`src/rtl/fibonacci_index_pkg.sv`:
```
// Shared definitions for the Fibonacci inverse search: FSM encodings and
// a short table of the first sequence values, F(1)..F(12).
package fibonacci_index_pkg;

  typedef enum logic [1:0] {
    LOAD   = 2'd0,
    SEARCH = 2'd1,
    DONE   = 2'd2
  } state_t;

  localparam int FIB_TABLE_LEN = 12;

  localparam logic [31:0] FIB_TABLE [1:FIB_TABLE_LEN] = '{
    32'd1, 32'd1, 32'd2, 32'd3, 32'd5, 32'd8,
    32'd13, 32'd21, 32'd34, 32'd55, 32'd89, 32'd144
  };

endpackage

```
`src/rtl/fibonacci_index.sv`:
```
// Inverse Fibonacci search: walks F(1), F(2), ... until F(k) >= x, and
// reports k together with an exact-match flag and an overflow flag.
// The start input doubles as an asynchronous active-low clear.
module fibonacci_index
  import fibonacci_index_pkg::*;
#(
  parameter int in_size  = 32,
  parameter int out_size = 32
) (
  input  logic                clk,
  input  logic                start,
  input  logic [out_size-1:0] x,
  output logic                valid,
  output logic [in_size-1:0]  idx,
  output logic                found,
  output logic                overflow
);

  state_t              state;
  logic [out_size-1:0] x_q;
  logic [out_size-1:0] a;
  logic [out_size-1:0] b;
  logic [in_size-1:0]  k;
  logic [out_size:0]   sum;
  logic                k_max;

  // Next sequence term with one extra bit so the carry shows that it no longer fits
  always_comb begin
    sum   = {1'b0, a} + {1'b0, b};
    k_max = &k;
  end

  // Search FSM: capture x, step (a, b) = (F(k-1), F(k)) until a result is known, then hold
  always_ff @(posedge clk or negedge start) begin
    if (!start) begin
      state    <= LOAD;
      valid    <= 1'b0;
      idx      <= '0;
      found    <= 1'b0;
      overflow <= 1'b0;
      x_q      <= '0;
      a        <= '0;
      b        <= {{(out_size-1){1'b0}}, 1'b1};
      k        <= {{(in_size-1){1'b0}}, 1'b1};
    end else begin
      case (state)
        LOAD: begin
          x_q   <= x;
          state <= SEARCH;
        end
        SEARCH: begin
          if (b >= x_q) begin
            idx      <= k;
            found    <= (b == x_q);
            overflow <= 1'b0;
            valid    <= 1'b1;
            state    <= DONE;
          end else if (sum[out_size]) begin
            idx      <= k + 1'b1;
            found    <= 1'b0;
            overflow <= 1'b1;
            valid    <= 1'b1;
            state    <= DONE;
          end else if (k_max) begin
            idx      <= k;
            found    <= 1'b0;
            overflow <= 1'b1;
            valid    <= 1'b1;
            state    <= DONE;
          end else begin
            a <= b;
            b <= sum[out_size-1:0];
            k <= k + 1'b1;
          end
        end
        DONE: begin
          state <= DONE;
        end
        default: begin
          state <= LOAD;
        end
      endcase
    end
  end

endmodule
```
`config.mk`:
```
export PLATFORM = sky130hd
export DESIGN_NAME = fibonacci_index
export DESIGN_NICKNAME = d
export VERILOG_FILES = /design/src/rtl/fibonacci_index_pkg.sv /design/src/rtl/fibonacci_index.sv
export SDC_FILE = /design/constraint.sdc
export NUM_CORES = 1
export LEC_CHECK = 0
export CORE_ASPECT_RATIO = 0.8
export CORE_MARGIN = 4
export CORE_UTILIZATION = 59
export DETAILED_ROUTE_END_ITERATION = 10
export PLACE_DENSITY = 0.89
export RECOVER_POWER = 100
export SYNTH_ARGS = -nofsm -noshare
export SYNTH_HDL_FRONTEND = slang
export SYNTH_SLANG_ARGS = --single-unit
```
`constraint.sdc`:
```
create_clock -name clk -period 3.7 [get_ports clk]
set_clock_uncertainty 0.1 [all_clocks]
set_input_delay 0.555 -clock clk [delete_from_list [all_inputs] [get_ports clk]]
set_output_delay 0.555 -clock clk [all_outputs]
set_load 0.03 [all_outputs]
```
== Word level (Yosys, flattened, before mapping) ==
Index checks and enable logic that the tools add are counted.
Word-level totals
  register bits after elaboration: 165
  input bits: 34
  output and inout bits: 35
  word-level logic and storage cells: 38
Cells by class
  $add $sub $neg: 2
  order comparisons: 1
  equality and inequality tests: 4
  muxes and demuxes: 14
  bitwise operators: 3
  reduce and logical (&&, ||, !) cells: 5
Operators by type and width (count)
  $mux 32: 3
  $add 32x32->33: 1
  $add 32x1->32 const B: 1
  $eq 32x32->1: 1
  $ge 32x32->1: 1
  $reduce_and 32->1: 1
  $mux 1: 7
  $mux 2: 3
  $pmux 2 s3: 1
  $ne 4x4->1 const B: 1
  $reduce_and 4->1: 1
  $not 1->1: 3
  $reduce_bool 3->1: 1
  $eq 2x1->1 const B: 1
  $eq 2x2->1 const B: 1
  $logic_not 2->1: 1
  $reduce_and 2->1: 1

== Longest topological paths before layout ==
Gate-level depths: netlist of run 1.
  depth in word-level cells: 5
  depth in mapped cells: 13
  mapped depth without buffers: 10

== Worst setup path after synthesis of run 1 ==
No wires, ideal clock.
  path kind: register to register
  from: register a[0]
  to: register idx[1]
  library setup time: 0.133 ns
  data arrival time: 2.692 ns
  required time: 3.467 ns
  setup slack: 0.775 ns
  stages on the path, launching flop included: 13
  buffers on the path: 2
  period minus slack after synthesis: 2.925 ns
  cells stage by stage: dfrtp_1 ha_1 fa_1 a211oi_1 o21ai_0 nand4_1 a2111oi_4 or3_1 buf_2 nand2_1 buf_2 mux2i_1 o21ai_0
On the way
  longest elaborated chain between the ends: 3
  elaborated cells between the ends (all ways): 5
  those cells by class: add/sub (1); mux (2); reduce/logical (2)
RTL lines
  start, declared: RTL line fibonacci_index.sv:21  | logic [out_size-1:0] a;
  start signal, assigned: RTL line fibonacci_index.sv:42  | a <= '0;
  start signal, assigned: RTL line fibonacci_index.sv:71  | a <= b;
  $add 32x32->33 (*): RTL line fibonacci_index.sv:29  | sum = {1'b0, a} + {1'b0, b};
  $reduce_bool 3->1 (no line) or $mux 32 (tied branches)
  $reduce_and 2->1 (no line) or $mux 32 (tied branches)
  end signal, assigned: RTL line fibonacci_index.sv:53  | idx <= k;
  end signal, assigned: RTL line fibonacci_index.sv:59  | idx <= k + 1'b1;
  end signal, assigned: RTL line fibonacci_index.sv:65  | idx <= k;
  end, declared: RTL line fibonacci_index.sv:14  | output logic [in_size-1:0] idx,
Mark *: on every way between the ends. The rest lies on a longest branch, timed or not.
A chain may end at the register's enable or synchronous reset.

== Final worst setup path of run 1 ==
  from: register b[11]
  to: register idx[20]
On the way
  longest elaborated chain between the ends: 3
  elaborated cells between the ends (all ways): 6
  those cells by class: add/sub (1); order compare (1); mux (2); reduce/logical (2)
RTL lines
  start, declared: RTL line fibonacci_index.sv:22  | logic [out_size-1:0] b;
  start signal, assigned: RTL line fibonacci_index.sv:43  | b <= {{(out_size-1){1'b0}}, 1'b1};
  start signal, assigned: RTL line fibonacci_index.sv:72  | b <= sum[out_size-1:0];
  $add 32x32->33 or $ge 32x32->1 (tied branches): RTL line fibonacci_index.sv:29, fibonacci_index.sv:52
  $reduce_bool 3->1 (no line) or $mux 32 (tied branches)
  $reduce_and 2->1 (no line) or $mux 32 (tied branches)
Parallel ways exist; a longest one is shown, timed or not.

==> results by group, run 1 <==
Logic synthesis
  • Area of the mapped netlist: around 9300 sq um
  • Post-synth top cells: nand2_1, dfrtp_1, o21ai_0, ha_1, xor2_1
  • Syn Inst Count: 1,042
  • Post-synth top area share: around 44%
  • EDFF count, synth: 0
  • Top-count cell post-synth: nand2_1
  • Net Count, Synth: approximately 1,100
  • Top cells by area, synth: dfrtp_1, nand2_1, ha_1, o21ai_0, xor2_1
  • Mapped Avg Cell Area: between 8 and 9 sq um
  • Number of synthesized register bits: about 170
  • Register area share after synthesis: between 40% and 50%
  • Top cell type by total area after synthesis: dfrtp_1
  • Post-synth ARST share: 100%
  • Primary FF master, synth: dfrtp_1
  • Synth cell types: between 50 and 60
  • Yosys warns: 0

STA
  • Hold Fails Final Rpt: 0
  • Fmax: about 0.29 GHz
  • RSZ-0062 raised after global routing: false
  • Minimum clock period after layout: ~3.5 ns
  • Worst slew pin tran: ~2 ns
  • WHS: 0.367 ns
  • Fin crit share: between 90% and 100%
  • Final Max Tran Viols: 81
  • Setup violations, final: 0
  • Setup TNS Final: 0 ns
  • Slew headroom: -30.6%

Global routing
  • Number of global-route vias before repair: about 7,500
  • GR Util All Layers: between 20% and 30%
  • Initial antenna violation count: 0
  • Total congestion overflow: 0
  • Largest net degree at the start of global routing: 81
  • First-pass GRT wire length: approximately 37,000 um

Routing
  • Routed wire length: about 22,000 um
  • Via Count: 7,682
  • DRT antenna net count: 0
  • DRC errors left: 0
  • Routed len/inst: about 17 um
  • Number of DRC markers in iteration 0: 713
  • First-pass DRT Iterations: 5
  • Vias per std cell: approximately 5.8

Setup path
  • Worst setup EP type: flop
  • Crit path DAT: roughly 3.7 ns
  • Critical path, cell by cell: ha_1 -> nand4_1 -> nor4_2 -> or4b_1 -> a31oi_1 -> nor2_2 -> a21o_1 -> clkbuf_4 -> nand2_1 -> o21ai_0
  • Crit-path max FO: 39
  • Largest stage delay, worst path: ~0.50 ns
  • Top delay family on crit path: simple AND/OR/NAND/NOR gates
  • Worst path bufs/invs: 1
  • CP max-delay cell: or4b_1
  • Critical Path Start Type: flop
  • Required time of the critical path: ~3.9 ns
  • Crit Path Class: flop to flop

Floorplanning
  • Starting density of the core: 60.9%
  • Rows: 40
  • I/O pins: slightly below 70
  • Die height: between 100 and 150 um
  • DIE AREA: 17,800 sq um
  • Area of the core: 15,200 sq um
  • Die Wd: approximately 150 um

Clock tree
  • Clk_lat worst skew: approximately 0.44 ns
  • TritonCTS buffer count: 17
  • Clk sink count: 165
  • Clock Tree Root: clkbuf_16
  • CTS clk-pin slew, worst paths: 0.07 ns
  • Bufs on Longest Clock Path: 2
  • CTS tree: built
  • H-tree Lvls: 4
  • Post-CTS setup buffer count: 0

Placed design
  • Port bufs: 68
  • HPWL Detailed: roughly 16,000 um
  • Placed Cells: ~1,300
  • Routability Congestion: between 0.9 and 1

Final layout
  • Nets: approximately 1,200
  • Layout cells sized above 1: ~5.3%
  • Final Non-Filler Cells: approximately 1,300
  • Number of inserted diodes: 0
  • Area growth, synth to finish: 16.1%

Status
  • Failing checks: capacitance limit, slew limit
  • Status: finished with violations

Job
  • Max-cap check violation count: 1

Min path
  • HP Class: flop to flop

Power and ir drop
  • Power density over the cells: approximately 410 nW/um^2
  • Leak: roughly 5.2 nW
  • Max rail drop VDD: around 0.4 mV
-- metrics by stage --
step                utilization, %  worst slack [ns]  total power, mW  instance area (sq um)
floorplan                        -             0.775             2.39                   9260
global placement              66.9             0.387             2.57                  10200
detailed placement            66.9             0.284             2.61                  10200
CTS                           70.8             0.252             4.39                  10800
global route                  70.6            0.0394             4.57                  10700
finish                        70.6             0.245             4.37                  10700
-- logic make-up (layout without fill, tap and decap cells) --
kind of cell / Yosys count / in the layout / synth area share (%)
compound gates: 225 / 225 / 14.3
xor+xnor: 85 / 85 / 8.04
fa+ha+maj: 69 / 69 / 9.41
buf+inv: 87 / 159 / 3.73
flops: 165 / 165 / 44.6
mux: 3 / 3 / 0.351
simple gates: 408 / 408 / 19.5
-- report_power, final --
group | total, mW | internal (mW) | switching [mW] | leakage [nW]
combinational | 0.541 | 0.201 | 0.340 | 2.74
sequential | 2.04 | 1.99 | 0.0570 | 2.21
clock | 1.78 | 1.05 | 0.733 | 0.289
-- worst reg2reg max path, cell delays in order, from the launching register on --
cell,delay (ns)
dfrtp_1,0.42
ha_1,0.34
nand4_1,0.19
nor4_2,0.45
or4b_1,0.50
a31oi_1,0.28
nor2_2,0.20
a21o_1,0.27
clkbuf_4,0.31
nand2_1,0.16
o21ai_0,0.10
-- cell usage in the layout (no fill, tap or decap), types with 7 or more instances in the layout --
cell type / instances
xnor2_1: 39
nor2_1: 39
nand2_1: 249
a31oi_1: 9
xor2_1: 46
and4_1: 7
dfrtp_1: 163
and3_1: 19
clkbuf_16: 17
nand4_1: 16
ha_1: 68
dlygate4sd3_1: 35
a21o_1: 13
clkdlybuf4s50_1: 32
nor3_1: 8
nand3_1: 36
inv_1: 43
a21oi_1: 45
o21ai_0: 118
-- worst paths after layout --
kind	start	endpoint	slack, ns	cells after the start
min in group asynchronous	start	x_q[24]	0.57	1
hold reg to reg	valid	valid	0.37	1
setup / recovery	b[11]	idx[20]	0.25	10
hold / removal	valid	valid	0.37	1
max in group asynchronous	start	x_q[5]	0.65	2
setup reg to reg	b[11]	idx[20]	0.25	10
-- flip-flops by register name (all words and copies together) (netlist names) --
signal,count
state,2
idx,32
overflow,1
b,32
valid,1
k,32
found,1
x_q,32
a,32
-- cell type report --
type / count / area (sq um)
multi-input cells: 790 / 4810
fillers: 1108 / 4470
flip-flops and latches: 165 / 4130
repair buffers: 84 / 786
clock buffers: 21 / 470
well taps: 210 / 263
inverters: 43 / 161
clock inverters: 11 / 125
-- metal layers --
metal,vias up,GRT usage [%],share of wire (%)
li1,3700,-,-
met1,3702,34.9,45
met2,242,41.1,47
met3,38,5.81,6.5
met4,0,8.83,1.7
met5,-,0,0
-- what timing repair did --
item / in CTS / in global routing
endpoints found under the setup margin: 0 / 3
hold buffers: 0 / 0
resized for setup: 0 / 2
No activity file was read; power rests on OpenSTA's default activity.
==> inputs of run 2 (changes only) <==
- CORE_UTILIZATION: 59 -> 61
- CTS_BUF_LIST: not set -> sky130_fd_sc_hd__clkbuf_2 sky130_fd_sc_hd__clkbuf_4 sky130_fd_sc_hd__clkbuf_8
- PLACE_DENSITY: 0.89 -> 0.92
==> results by group, run 2 (same netlist as run 1, synthesis figures left out) <==
Status
  • Status: finished with violations (unchanged)
  • Failing checks: setup timing (was capacitance limit, slew limit)

Routing
  • DRT antenna net count: 0 (unchanged)
  • First-pass DRT Iterations: 5 (unchanged)
  • DRC errors left: 0 (unchanged)
  • Via Count: 7,769 (was 7,682)
  • Number of DRC markers in iteration 0: 867 (was 713)
  • Vias per std cell: 5.99 (was 5.80)
  • Routed wire length: 22,200 um (was 21,900 um)
  • Routed len/inst: 17.1 um (was 16.6 um)

Setup path
  • Largest stage delay, worst path: 0.59 ns (was 0.50 ns)
  • Crit-path max FO: 17 (was 39)
  • Crit path DAT: 4.02 ns (was 3.65 ns)
  • Top delay family on crit path: simple AND/OR/NAND/NOR gates (unchanged)
  • CP max-delay cell: a2111oi_0 (was or4b_1)
  • Critical path, cell by cell: inv_1 -> ha_1 -> nand2b_1 -> a2111oi_0 -> or4b_1 -> a31oi_2 -> nor2_2 -> and3_4 -> clkbuf_2 -> nand2_1 -> xnor2_1 (was ha_1 -> nand4_1 -> nor4_2 -> or4b_1 -> a31oi_1 -> nor2_2 -> a21o_1 -> clkbuf_4 -> nand2_1 -> o21ai_0)
  • Worst setup EP type: flop (unchanged)
  • Required time of the critical path: 3.99 ns (was 3.90 ns)
  • Worst path bufs/invs: 2 (was 1)
  • Critical Path Start Type: flop (unchanged)
  • Crit Path Class: flop to flop (unchanged)

Power and ir drop
  • Leak: 5.18 nW (was 5.24 nW)
  • Pwr Total: 4.03 mW (was 4.37 mW)
  • Max rail drop VDD: 0.549 mV (was 0.398 mV)
  • Power density over the cells: 381 nW/um^2 (was 406 nW/um^2)

Global routing
  • Initial antenna violation count: 0 (unchanged)
  • Total congestion overflow: 0 (unchanged)
  • Largest net degree at the start of global routing: 81 (unchanged)
  • Number of global-route vias before repair: 7,732 (was 7,549)
  • First-pass GRT wire length: 37,600 um (was 37,000 um)
  • GR Util All Layers: 26.5% (was 25.7%)

Floorplanning
  • Starting density of the core: 63.5% (was 60.9%)
  • I/O pins: 69 (unchanged)
  • DIE AREA: 17,200 sq um (was 17,800 sq um)
  • Die Wd: 146 um (was 148 um)
  • Rows: 39 (was 40)
  • Area of the core: 14,600 sq um (was 15,200 sq um)
  • Die height: 118 um (was 120 um)

Clock tree
  • TritonCTS buffer count: 17 (unchanged)
  • H-tree Lvls: 4 (unchanged)
  • CTS tree: built (unchanged)
  • CTS clk-pin slew, worst paths: 0.09 ns (was 0.07 ns)
  • Post-CTS setup buffer count: 0 (unchanged)
  • Clk sink count: 165 (unchanged)
  • Clk_lat worst skew: 0.48 ns (was 0.44 ns)
  • Clock Tree Root: clkbuf_8 (was clkbuf_16)
  • Bufs on Longest Clock Path: 2 (unchanged)

STA
  • Hold Fails Final Rpt: 0 (unchanged)
  • Setup TNS Final: -0.0645 ns (was 0 ns)
  • Fin crit share: 101% (was 93.4%)
  • Slew headroom: 10.6% (was -30.6%)
  • Setup violations, final: 4 (was 0)
  • Worst slew pin tran: 1.34 ns (was 1.96 ns)
  • WHS: 0.377 ns (was 0.367 ns)
  • Final Max Tran Viols: 0 (was 81)
  • Fmax: 0.269 GHz (was 0.289 GHz)
  • Setup WS post-layout: -0.0241 ns (was 0.245 ns)
  • Minimum clock period after layout: 3.72 ns (was 3.45 ns)

Final layout
  • Layout cells sized above 1: 5.48% (was 5.30%)
  • Number of inserted diodes: 0 (unchanged)
  • Most common cell after layout, fill and taps aside: nand2_1 (unchanged)
  • Design area: 10,600 sq um (was 10,700 sq um)
  • Final Util: 72.5% (was 70.6%)
  • Fillcell total: 1,026 (was 1,108)
  • Area growth, synth to finish: 14.3% (was 16.1%)
  • Nets: 1,204 (unchanged)
  • Final Non-Filler Cells: 1,298 (was 1,324)
  • Most frequent cells in the layout: nand2_1, dfrtp_1, o21ai_0, ha_1, xor2_1 (unchanged)

Placed design
  • DP Area: 10,200 sq um (about the same)
  • Routability Congestion: 0.925 (was 0.915)
  • Placed Cells: 1,265 (was 1,292)
  • HPWL Detailed: 15,700 um (about the same)
  • Port bufs: 68 (unchanged)
  • Pre-CTS setup slack: 0.205 ns (was 0.284 ns)

Min path
  • HP Class: flop to flop (unchanged)

Job
  • Max-cap check violation count: 0 (was 1)
## run 2: changes by cell type in the layout (fill, tap and decap cells not counted), moves of 2 or more
cell	delta
clkinv_2	-2
buf_2	-2
clkbuf_16	-17
clkbuf_1	-2
clkbuf_8	+16
inv_8	+2
## run 2: metal layers
layer | vias up | GRT usage (%) | wire length, um
met2 | 324 | 42.2 | 10500
met1 | 3709 | 36.6 | 9500
met4 | 0 | 8.54 | 463
met5 | - | 0 | 0
met3 | 40 | 5.66 | 1770
li1 | 3696 | - | -
## run 2: path summary, 6_finish.rpt
check,from,end,slack (ns),cells after the start
setup / recovery,b[0],k[7],-0.02,11
hold / removal,valid,valid,0.38,1
setup reg to reg,b[0],k[7],-0.02,11
hold reg to reg,valid,valid,0.38,1
max in group asynchronous,start,idx[27],0.84,3
min in group asynchronous,start,a[28],0.82,2
## run 2: layout make-up
cell class	instances	area, sq um	area share (%)
clock inverter	12	168	1.58
multi-input combinational	790	4810	45.5
inverter	43	161	1.53
timing repair buffer	84	810	7.65
tap	184	230	2.18
clock buffer	20	269	2.54
sequential	165	4130	39.0
## run 2: worst register-to-register path: stages, from the launching register on
cell and delay (ns):
dfstp_2 0.55, inv_1 0.06, ha_1 0.31, nand2b_1 0.15, a2111oi_0 0.59, or4b_1 0.24
a31oi_2 0.13, nor2_2 0.52, and3_4 0.42, clkbuf_2 0.28, nand2_1 0.11, xnor2_1 0.19
## run 2: report_power, final
group	total, mW	switching, mW	internal (mW)
logic	0.559	0.352	0.207
registers	2.04	0.0566	1.98
clock network	1.44	0.712	0.725
total	4.03	1.12	2.91
## run 2: what timing repair did
item	in CTS	in global routing
hold buffers	1	0
gates resized for setup	0	4
endpoints found under the setup margin	0	91
endpoints found under the hold margin	52	0
==> inputs of run 3 (changes only) <==
- CTS_CLUSTER_SIZE: not set -> 40
- HOLD_SLACK_MARGIN: not set -> 0.12
- PLACE_DENSITY: 0.92 -> not set
- PLACE_DENSITY_LB_ADDON: not set -> 0.15
==> results by group, run 3 (same netlist as run 1, synthesis figures left out) <==
Status
  • Status: finished with violations (unchanged)
  • Failing checks: capacitance limit, slew limit (was setup timing)

Global routing
  • GR Util All Layers: 24.9% (was 26.5%)
  • First-pass GRT wire length: 35,200 um (was 37,600 um)
  • Initial antenna violation count: 0 (unchanged)
  • Total congestion overflow: 0 (unchanged)
  • Number of global-route vias before repair: 7,099 (was 7,732)
  • Largest net degree at the start of global routing: 86 (was 81)

STA
  • Minimum clock period after layout: 3.55 ns (was 3.72 ns)
  • Final Max Tran Viols: 86 (was 0)
  • Setup violations, final: 0 (was 4)
  • RSZ-0062 raised after global routing: false
  • Setup WS post-layout: 0.152 ns (was -0.0241 ns)
  • Fin crit share: 95.9% (was 101%)
  • Setup TNS Final: 0 ns (was -0.0645 ns)
  • Slew headroom: -41.0% (was 10.6%)
  • Fmax: 0.282 GHz (was 0.269 GHz)
  • Hold Fails Final Rpt: 0 (unchanged)
  • Worst slew pin tran: 2.11 ns (was 1.34 ns)

Clock tree
  • CTS tree: built (unchanged)
  • Clk_lat worst skew: 0.47 ns (was 0.48 ns)
  • Clk sink count: 165 (unchanged)
  • CTS clk-pin slew, worst paths: 0.08 ns (was 0.09 ns)
  • Bufs on Longest Clock Path: 2 (unchanged)
  • Clock Tree Root: clkbuf_8 (unchanged)
  • H-tree Lvls: 4 (unchanged)
  • TritonCTS buffer count: 17 (unchanged)
  • Post-CTS setup buffer count: 0 (unchanged)

Power and ir drop
  • Power density over the cells: 374 nW/um^2 (was 381 nW/um^2)
  • Leak: 5.18 nW (about the same)
  • Max rail drop VDD: 0.317 mV (was 0.549 mV)
  • Pwr Total: 3.95 mW (was 4.03 mW)

Floorplanning
  • Die Wd: 146 um (unchanged)
  • Area of the core: 14,600 sq um (unchanged)
  • Starting density of the core: 63.5% (unchanged)
  • DIE AREA: 17,200 sq um (unchanged)
  • Rows: 39 (unchanged)
  • Die height: 118 um (unchanged)
  • I/O pins: 69 (unchanged)

Final layout
  • Area growth, synth to finish: 14.2% (was 14.3%)
  • Number of inserted diodes: 0 (unchanged)
  • Design area: 10,600 sq um (about the same)
  • Layout cells sized above 1: 5.21% (was 5.48%)
  • Most common cell after layout, fill and taps aside: nand2_1 (unchanged)
  • Nets: 1,203 (was 1,204)
  • Most frequent cells in the layout: nand2_1, dfrtp_1, o21ai_0, ha_1, xor2_1 (unchanged)

Placed design
  • Routability Congestion: 0.966 (was 0.925)
  • HPWL Detailed: 14,800 um (was 15,700 um)
  • DP Area: 10,200 sq um (about the same)
  • Port bufs: 68 (unchanged)
  • Pre-CTS setup slack: 0.0873 ns (was 0.205 ns)

Job
  • Max-cap check violation count: 1 (was 0)

Routing
  • First-pass DRT Iterations: 5 (unchanged)
  • DRT antenna net count: 0 (unchanged)
  • DRC errors left: 0 (unchanged)
  • Routed len/inst: 16.1 um (was 17.1 um)
  • Routed wire length: 20,900 um (was 22,200 um)
  • Number of DRC markers in iteration 0: 775 (was 867)
  • Via Count: 7,461 (was 7,769)
  • Vias per std cell: 5.75 (was 5.99)

Setup path
  • Critical Path Start Type: flop (unchanged)
  • Crit-path max FO: 15 (was 17)
  • Crit Path Class: flop to flop (unchanged)
  • Crit path DAT: 3.80 ns (was 4.02 ns)
  • Worst r2r path cells: 10 (was 11)
  • Required time of the critical path: 3.96 ns (was 3.99 ns)
  • Worst setup EP type: flop (unchanged)

Min path
  • Worst Hold Depth: 2 (was 1)
  • HP Class: flop to flop (unchanged)
run 3: worst paths after layout:
check	from	end	slack, ns
max	b[15]	k[5]	0.15
min	idx[10]	idx[10]	0.38
max reg2reg	b[15]	k[5]	0.15
min reg2reg	idx[10]	idx[10]	0.38
max in group asynchronous	start	idx[16]	0.57
min in group asynchronous	start	b[17]	1.10
run 3: worst max-delay path, stage by stage (launching register included):
cell and delay, ns:
dfrtp_1 0.43, ha_1 0.35, nand4_1 0.21, nor4_1 0.62, or4b_1 0.51, a31oi_2 0.28
nor2_4 0.15, nand3_4 0.23, clkbuf_1 0.29, nor2_1 0.11, xor2_1 0.15
run 3: what timing repair did:
action	CTS	global route
hold buffers	1	0
gates resized for setup	0	4
endpoints found under the setup margin	0	87
endpoints found under the hold margin	82	0
run 3: metrics by stage:
step           instances  hold WS [ns]  utilization (%)
5_1_grt             1297         0.404             72.5
4_1_cts             1297         0.392             72.6
3_3_place_gp        1264         0.353             69.6
3_5_place_dp        1264         0.370             69.6
6_report            1297         0.381             72.5
2_1_floorplan       1042         0.159                -
run 3: layout make-up:
type | count | area, sq um
clock inverter | 7 | 95.1
fill | 1098 | 4010
clock buffer | 25 | 332
inverter | 43 | 161
tap | 184 | 230
sequential | 165 | 4130
timing repair buffer | 83 | 818
multi-input combinational | 790 | 4810
run 3: metal layers:
layer / share of wire, % / GRT usage, % / wire length, um / up-vias
met5: 0 / 0 / 0 / -
met4: 1.4 / 7.18 / 301 / 0
met3: 5.2 / 3.94 / 1080 / 31
met2: 43 / 36.6 / 9000 / 220
met1: 50 / 38.2 / 10500 / 3524
li1: - / - / - / 3686
run 3: where the power goes:
group	total (mW)	switching (mW)	internal, mW
Clock	1.38	0.655	0.723
Combinational	0.538	0.336	0.202
Sequential	2.03	0.0525	1.98
Total	3.95	1.04	2.91
